--- config.mk ---
export PLATFORM = sky130hd
export DESIGN_NAME = id_decode_unit
export DESIGN_NICKNAME = d
export VERILOG_FILES = /design/src/rtl/id_decode_unit.sv
export SDC_FILE = /design/constraint.sdc
export NUM_CORES = 2
export LEC_CHECK = 0
export ABC_CLOCK_PERIOD_IN_PS = 5900
export BUFFER_PORTS_ARGS = -buffer_cell sky130_fd_sc_hd__buf_2
export CAP_MARGIN = 15
export CORE_MARGIN = 2
export CORE_UTILIZATION = 54
export CTS_CLUSTER_DIAMETER = 40
export CTS_CLUSTER_SIZE = 8
export DETAILED_ROUTE_END_ITERATION = 6
export PLACE_DENSITY = 0.71
export SYNTH_ARGS = -nofsm -noshare
export SYNTH_HDL_FRONTEND = slang
export SYNTH_SLANG_ARGS = --single-unit
--- constraint.sdc ---
create_clock -name clk -period 5.9 [get_ports clk]
set_input_delay 1.18 -clock clk [delete_from_list [all_inputs] [get_ports clk]]
set_output_delay 1.18 -clock clk [all_outputs]
set_load 0.01 [all_outputs]
--- src/rtl/id_decode_unit.sv ---
// -----------------------------------------------------------------------------
// id_decode_unit
// Instruction-decode stage datapath of a 5-stage MIPS pipeline. It sits between
// the IF/ID and ID/EX pipeline registers.
//   - 32x32 architectural register file. It is written from WB on the rising
//     clock edge and read combinationally by the instruction in ID.
//   - Sign extension of the 16-bit immediate.
//   - Branch target computation: pcPlus4 + (imm << 2), modulo 2^32.
//   - Early equality flag (zero) for branch resolution in ID.
//
// Optional feature macro: ID_WB_BYPASS_EN
//   When defined, a WB write to rs/rt (other than register 0) is forwarded to
//   the read outputs in the same cycle. The bypass is inhibited while rst=1.
//   When undefined, a same-cycle read returns the stored (old) value.
//
// Ports:
//   clk             in   1   rising-edge clock
//   rst             in   1   synchronous active-high reset (clears all registers)
//   RegWrite        in   1   register-file write enable from WB
//   instruction     in  32   IF/ID instruction (rs=[25:21], rt=[20:16], imm=[15:0])
//   write_reg       in   5   WB destination register index
//   write_data_reg  in  32   WB write data
//   pcPlus4         in  32   PC+4 of the instruction in ID
//   inst_extended   out 32   sign-extended immediate
//   read_data1_reg  out 32   register[rs]
//   read_data2_reg  out 32   register[rt]
//   branch_adder_id out 32   branch target address
//   zero            out  1   1 when read_data1_reg == read_data2_reg
// -----------------------------------------------------------------------------
module id_decode_unit #(
  parameter int DATA_W   = 32,
  parameter int NUM_REGS = 32
) (
  input  logic              clk,
  input  logic              rst,
  input  logic              RegWrite,
  input  logic [31:0]       instruction,
  input  logic [4:0]        write_reg,
  input  logic [DATA_W-1:0] write_data_reg,
  input  logic [31:0]       pcPlus4,
  output logic [31:0]       inst_extended,
  output logic [DATA_W-1:0] read_data1_reg,
  output logic [DATA_W-1:0] read_data2_reg,
  output logic [31:0]       branch_adder_id,
  output logic              zero
);

  logic [DATA_W-1:0] r_regs [NUM_REGS];

  logic [4:0]        w_rs;
  logic [4:0]        w_rt;
  logic [DATA_W-1:0] w_stored1;
  logic [DATA_W-1:0] w_stored2;
  logic [31:0]       w_imm_shifted;
  logic              w_unused_opcode;

  assign w_rs = instruction[25:21];
  assign w_rt = instruction[20:16];

  // The opcode and funct fields are decoded elsewhere.
  assign w_unused_opcode = ^instruction[31:26];

  // Register file storage: reset clears everything, and writes to register 0 are dropped.
  always_ff @(posedge clk) begin
    if (rst) begin
      for (int i = 0; i < NUM_REGS; i++) begin
        r_regs[i] <= '0;
      end
    end else if (RegWrite && (write_reg != 5'd0)) begin
      r_regs[write_reg] <= write_data_reg;
    end
  end

  // Stored read values, with register 0 forced to zero regardless of array contents.
  always_comb begin
    w_stored1 = '0;
    w_stored2 = '0;
    if (w_rs != 5'd0) begin
      w_stored1 = r_regs[w_rs];
    end else begin
      w_stored1 = '0;
    end
    if (w_rt != 5'd0) begin
      w_stored2 = r_regs[w_rt];
    end else begin
      w_stored2 = '0;
    end
  end

`ifdef ID_WB_BYPASS_EN
  // Write-through forwarding of the WB value; suppressed during reset so outputs follow stored state.
  always_comb begin
    read_data1_reg = w_stored1;
    read_data2_reg = w_stored2;
    if (!rst && RegWrite && (write_reg != 5'd0) && (write_reg == w_rs)) begin
      read_data1_reg = write_data_reg;
    end else begin
      read_data1_reg = w_stored1;
    end
    if (!rst && RegWrite && (write_reg != 5'd0) && (write_reg == w_rt)) begin
      read_data2_reg = write_data_reg;
    end else begin
      read_data2_reg = w_stored2;
    end
  end
`else
  // Without forwarding, a same-cycle read sees the value held before the write edge.
  always_comb begin
    read_data1_reg = w_stored1;
    read_data2_reg = w_stored2;
  end
`endif

  // Immediate sign extension and branch target; the top two bits shifted out are dropped.
  always_comb begin
    inst_extended   = {{16{instruction[15]}}, instruction[15:0]};
    w_imm_shifted   = {inst_extended[29:0], 2'b00};
    branch_adder_id = pcPlus4 + w_imm_shifted;
  end

  // Early branch comparison uses the same (possibly forwarded) values as the read ports.
  always_comb begin
    zero = (read_data1_reg == read_data2_reg);
  end

endmodule

==> flow_summary.toml <==
[outcome]
status = "complete, but fails checks"
violations = "DRC"

[die]
dieHeight_um = 326
dieArea_mm2 = 0.106
rows = 117
core_mm2 = 0.102
fp.dieW_um = 326
initial_core_util_pct = 54.6
pin_count = 233

[cells_and_area]
top_regs = "r_regs: 1023 flops"
fill_cells = 7474
largest_register_ffs = 1023
fin_nets = 4253
largest-register = "r_regs"
drive_gt1_share_pct = 29.2
syn_to_final_growth_pct = 15.2

[timing]
setup_viol = 0
relSlewSlack_pct = 12.0
fmax_mhz = 171
rsz0062_at_grt = "no"
fin_hold_ws_ns = 1.05
slew_violations = 0
layout_setup_ws_ns = 0.0539
tightest_slew_ns = 1.32
finalHoldViolCount = 0
min_period_over_period_pct = 99.1
fin_crit_ns = 5.85

[hold_path]
hold_start = "write_data_reg[19]"
hold_path_class = "in -> reg"

[worst_setup_path]
startpoint = "instruction[16]"
worstPathArrival_ns = 4.67
endpoint_kind = "primary output"
critPathRequiredTime_ns = 4.72
cp-start-kind = "input pin"
path_max_fanout = 23
critical_path_class = "in -> out"

[cts]
postCtsSetupRepairBufs = 0
cts_tree = "done"
cts.clk_slew.worst_paths_ns = 0.05
cts.sinks = 1023
cts_root_buf = "clkbuf_16"
holdBufCountCts = 0
cts_max_level = 4
cts_made_buffers = 160
clock_path_buffers = 3

[pwr]
p_leak_nw = 23.3
irDropWorstVdd_mv = 0.272
p_per_area_mw_per_mm2 = 303

[job]
cap_violations = 0

[logic_synthesis]
syn_area_mm2 = 0.0558
synth-seq-cells = 1023
synthFlopType = "edfxtp_1"
avgSynthCellArea_um2 = 14.6
async_flop_share_pct = 0
synth_top_area_share_pct = 55.0
seq_area_frac_synth_pct = 55.0
synth_top_area_cell = "edfxtp_1"
synthTopCellsByArea = "edfxtp_1 (55%), mux4_2 (18%), and2_1 (11%)"
ys_types = 62
yosys_warnings = 0
syn_inst = 3827
synth-edff-count = 1023

[routing]
drc_errors = 1
dr.pass1.iters = 7
vias_per_cell = 6.81
wire_per_inst_um = 33.3
drt_iter0_drc = 5687
ant_nets = 0
wirelength_um = 185000
vias = 37900

[placement]
portBuffers = 222
hpwl_um = 115000
place.gp.congestion = 0.970
pre_cts_ws_ns = -0.0410

[global_route]
overflow = 0
grt_max_degree = 83
grt_pass1_wl_um = 261000
antenna_found_initial = 16
track_usage_pct = 34.6
first_global_vias = 37600
report_power, final:
| part | total (mW) | switching [mW] | internal, mW |
|---|---|---|---|
| registers | 8.62 | 0.201 | 8.42 |
| logic | 2.58 | 1.50 | 1.08 |
| clock network | 8.31 | 3.16 | 5.15 |
repair_timing:
item                                    4_1_cts  5_1_grt
cloned                                        0        1
resized for setup                             2       10
endpoints found under the setup margin        1        1
path summary, 6_finish.rpt:
path | slack, ns | end | depth (start not counted)
max | 0.05 | zero | 11
min | 1.05 | r_regs[20][19] | 2
final cells by class:
type / count / area (um^2) / area share, %
clock inverter: 44 / 348 / 0.541
antenna: 6 / 15.0 / 0.0233
multi-input combinational: 2399 / 23500 / 36.5
inverter: 22 / 82.6 / 0.128
tap: 1368 / 1710 / 2.66
clock buffer: 188 / 4190 / 6.52
timing repair buffer: 513 / 3740 / 5.81
sequential: 1023 / 30700 / 47.8
cells in the mapped netlist (4+ instances only):
| master | n |
|---|---|
| and2_1 | 994 |
| clkbuf_1 | 257 |
| nor2b_1 | 7 |
| and3_1 | 9 |
| a22oi_1 | 128 |
| buf_6 | 7 |
| or2_2 | 31 |
| nor2_1 | 67 |
| o21ai_1 | 7 |
| buf_1 | 22 |
| or3_1 | 5 |
| o21a_1 | 4 |
| edfxtp_1 | 1023 |
| a311oi_2 | 4 |
| nand3_1 | 9 |
| inv_1 | 21 |
| buf_2 | 73 |
| ha_1 | 29 |
| buf_4 | 51 |
| a2111oi_0 | 4 |
| o21ai_0 | 67 |
| mux4_2 | 435 |
| a221oi_1 | 66 |
| nand3b_1 | 4 |
| a21o_1 | 13 |
| a211oi_1 | 7 |
| nand2b_1 | 16 |
| nor3_1 | 5 |
| xor2_1 | 22 |
| a311oi_1 | 7 |
| a21oi_1 | 32 |
| nand4b_1 | 6 |
| nor4b_1 | 4 |
| o2111ai_1 | 52 |
| nand2_1 | 82 |
| mux2i_1 | 202 |
| xnor2_1 | 19 |
cells in the final DEF (no fill, tap or decap), types with 6 or more instances in the layout:
master	instances
and3_1	7
a211oi_1	7
conb_1	31
clkbuf_16	165
nor2_4	22
o21ai_0	66
ha_1	29
clkinv_1	24
nand3_1	9
nor2_2	12
a21o_1	13
edfxtp_1	1023
o21ai_1	8
nor2_1	34
xnor2_1	19
a221oi_1	66
buf_12	27
nand2b_1	14
inv_1	21
a22oi_1	127
clkinv_2	8
buf_2	215
xor2_1	22
mux2i_1	202
buf_4	264
a311oi_1	7
clkbuf_1	24
mux4_2	435
nand2_1	82
nand4b_1	6
or2_2	31
o2111ai_1	49
a21oi_1	32
and2_1	992
diode_2	6
worst max-delay path, cell delays in order:
cell       delay, ns
buf_8           0.29
buf_4           0.27
mux4_2          0.51
a22oi_1         0.33
o2111ai_1       0.40
xor2_1          0.32
nor4b_2         0.43
nand4_1         0.14
buf_4           0.20
nor4_2          0.35
buf_2           0.20
routing by layer:
metal	up-vias	part of all wire, %	track usage [%]
met5	-	0.093	0
met2	2928	46	53.2
met3	623	13	9.52
li1	15300	-	-
met1	19000	35	44.2
met4	20	6.7	20.9
kinds of logic (layout without fill, tap and decap cells):
group / Yosys count / count (layout) / share of synthesized area, %
other cells: 1 / 37 / 0.00672
buf+inv: 435 / 767 / 3.61
flops: 1023 / 1023 / 55.0
mux: 638 / 638 / 21.2
compound gates: 405 / 405 / 5.34
xor+xnor: 41 / 41 / 0.643
fa+ha+maj: 30 / 30 / 0.686
simple gates: 1254 / 1254 / 13.5
through the flow:
| stage | cell area [um^2] | setup TNS [ns] | util [%] | power, mW | cells |
|---|---|---|---|---|---|
| after global placement | 59600 | -0.0270 | 58.4 | 11.2 | 5323 |
| after CTS | 64200 | 0 | 62.8 | 19.5 | 5555 |
| after global routing | 64300 | 0 | 62.9 | 20.0 | 5558 |
| after detailed placement | 59600 | -0.0410 | 58.4 | 11.2 | 5323 |
| final | 64300 | 0 | 62.9 | 19.5 | 5563 |
| after floorplan | 55900 | 0 | - | 10.2 | 3857 |
Note: power is estimated with default switching activity, not from simulation.
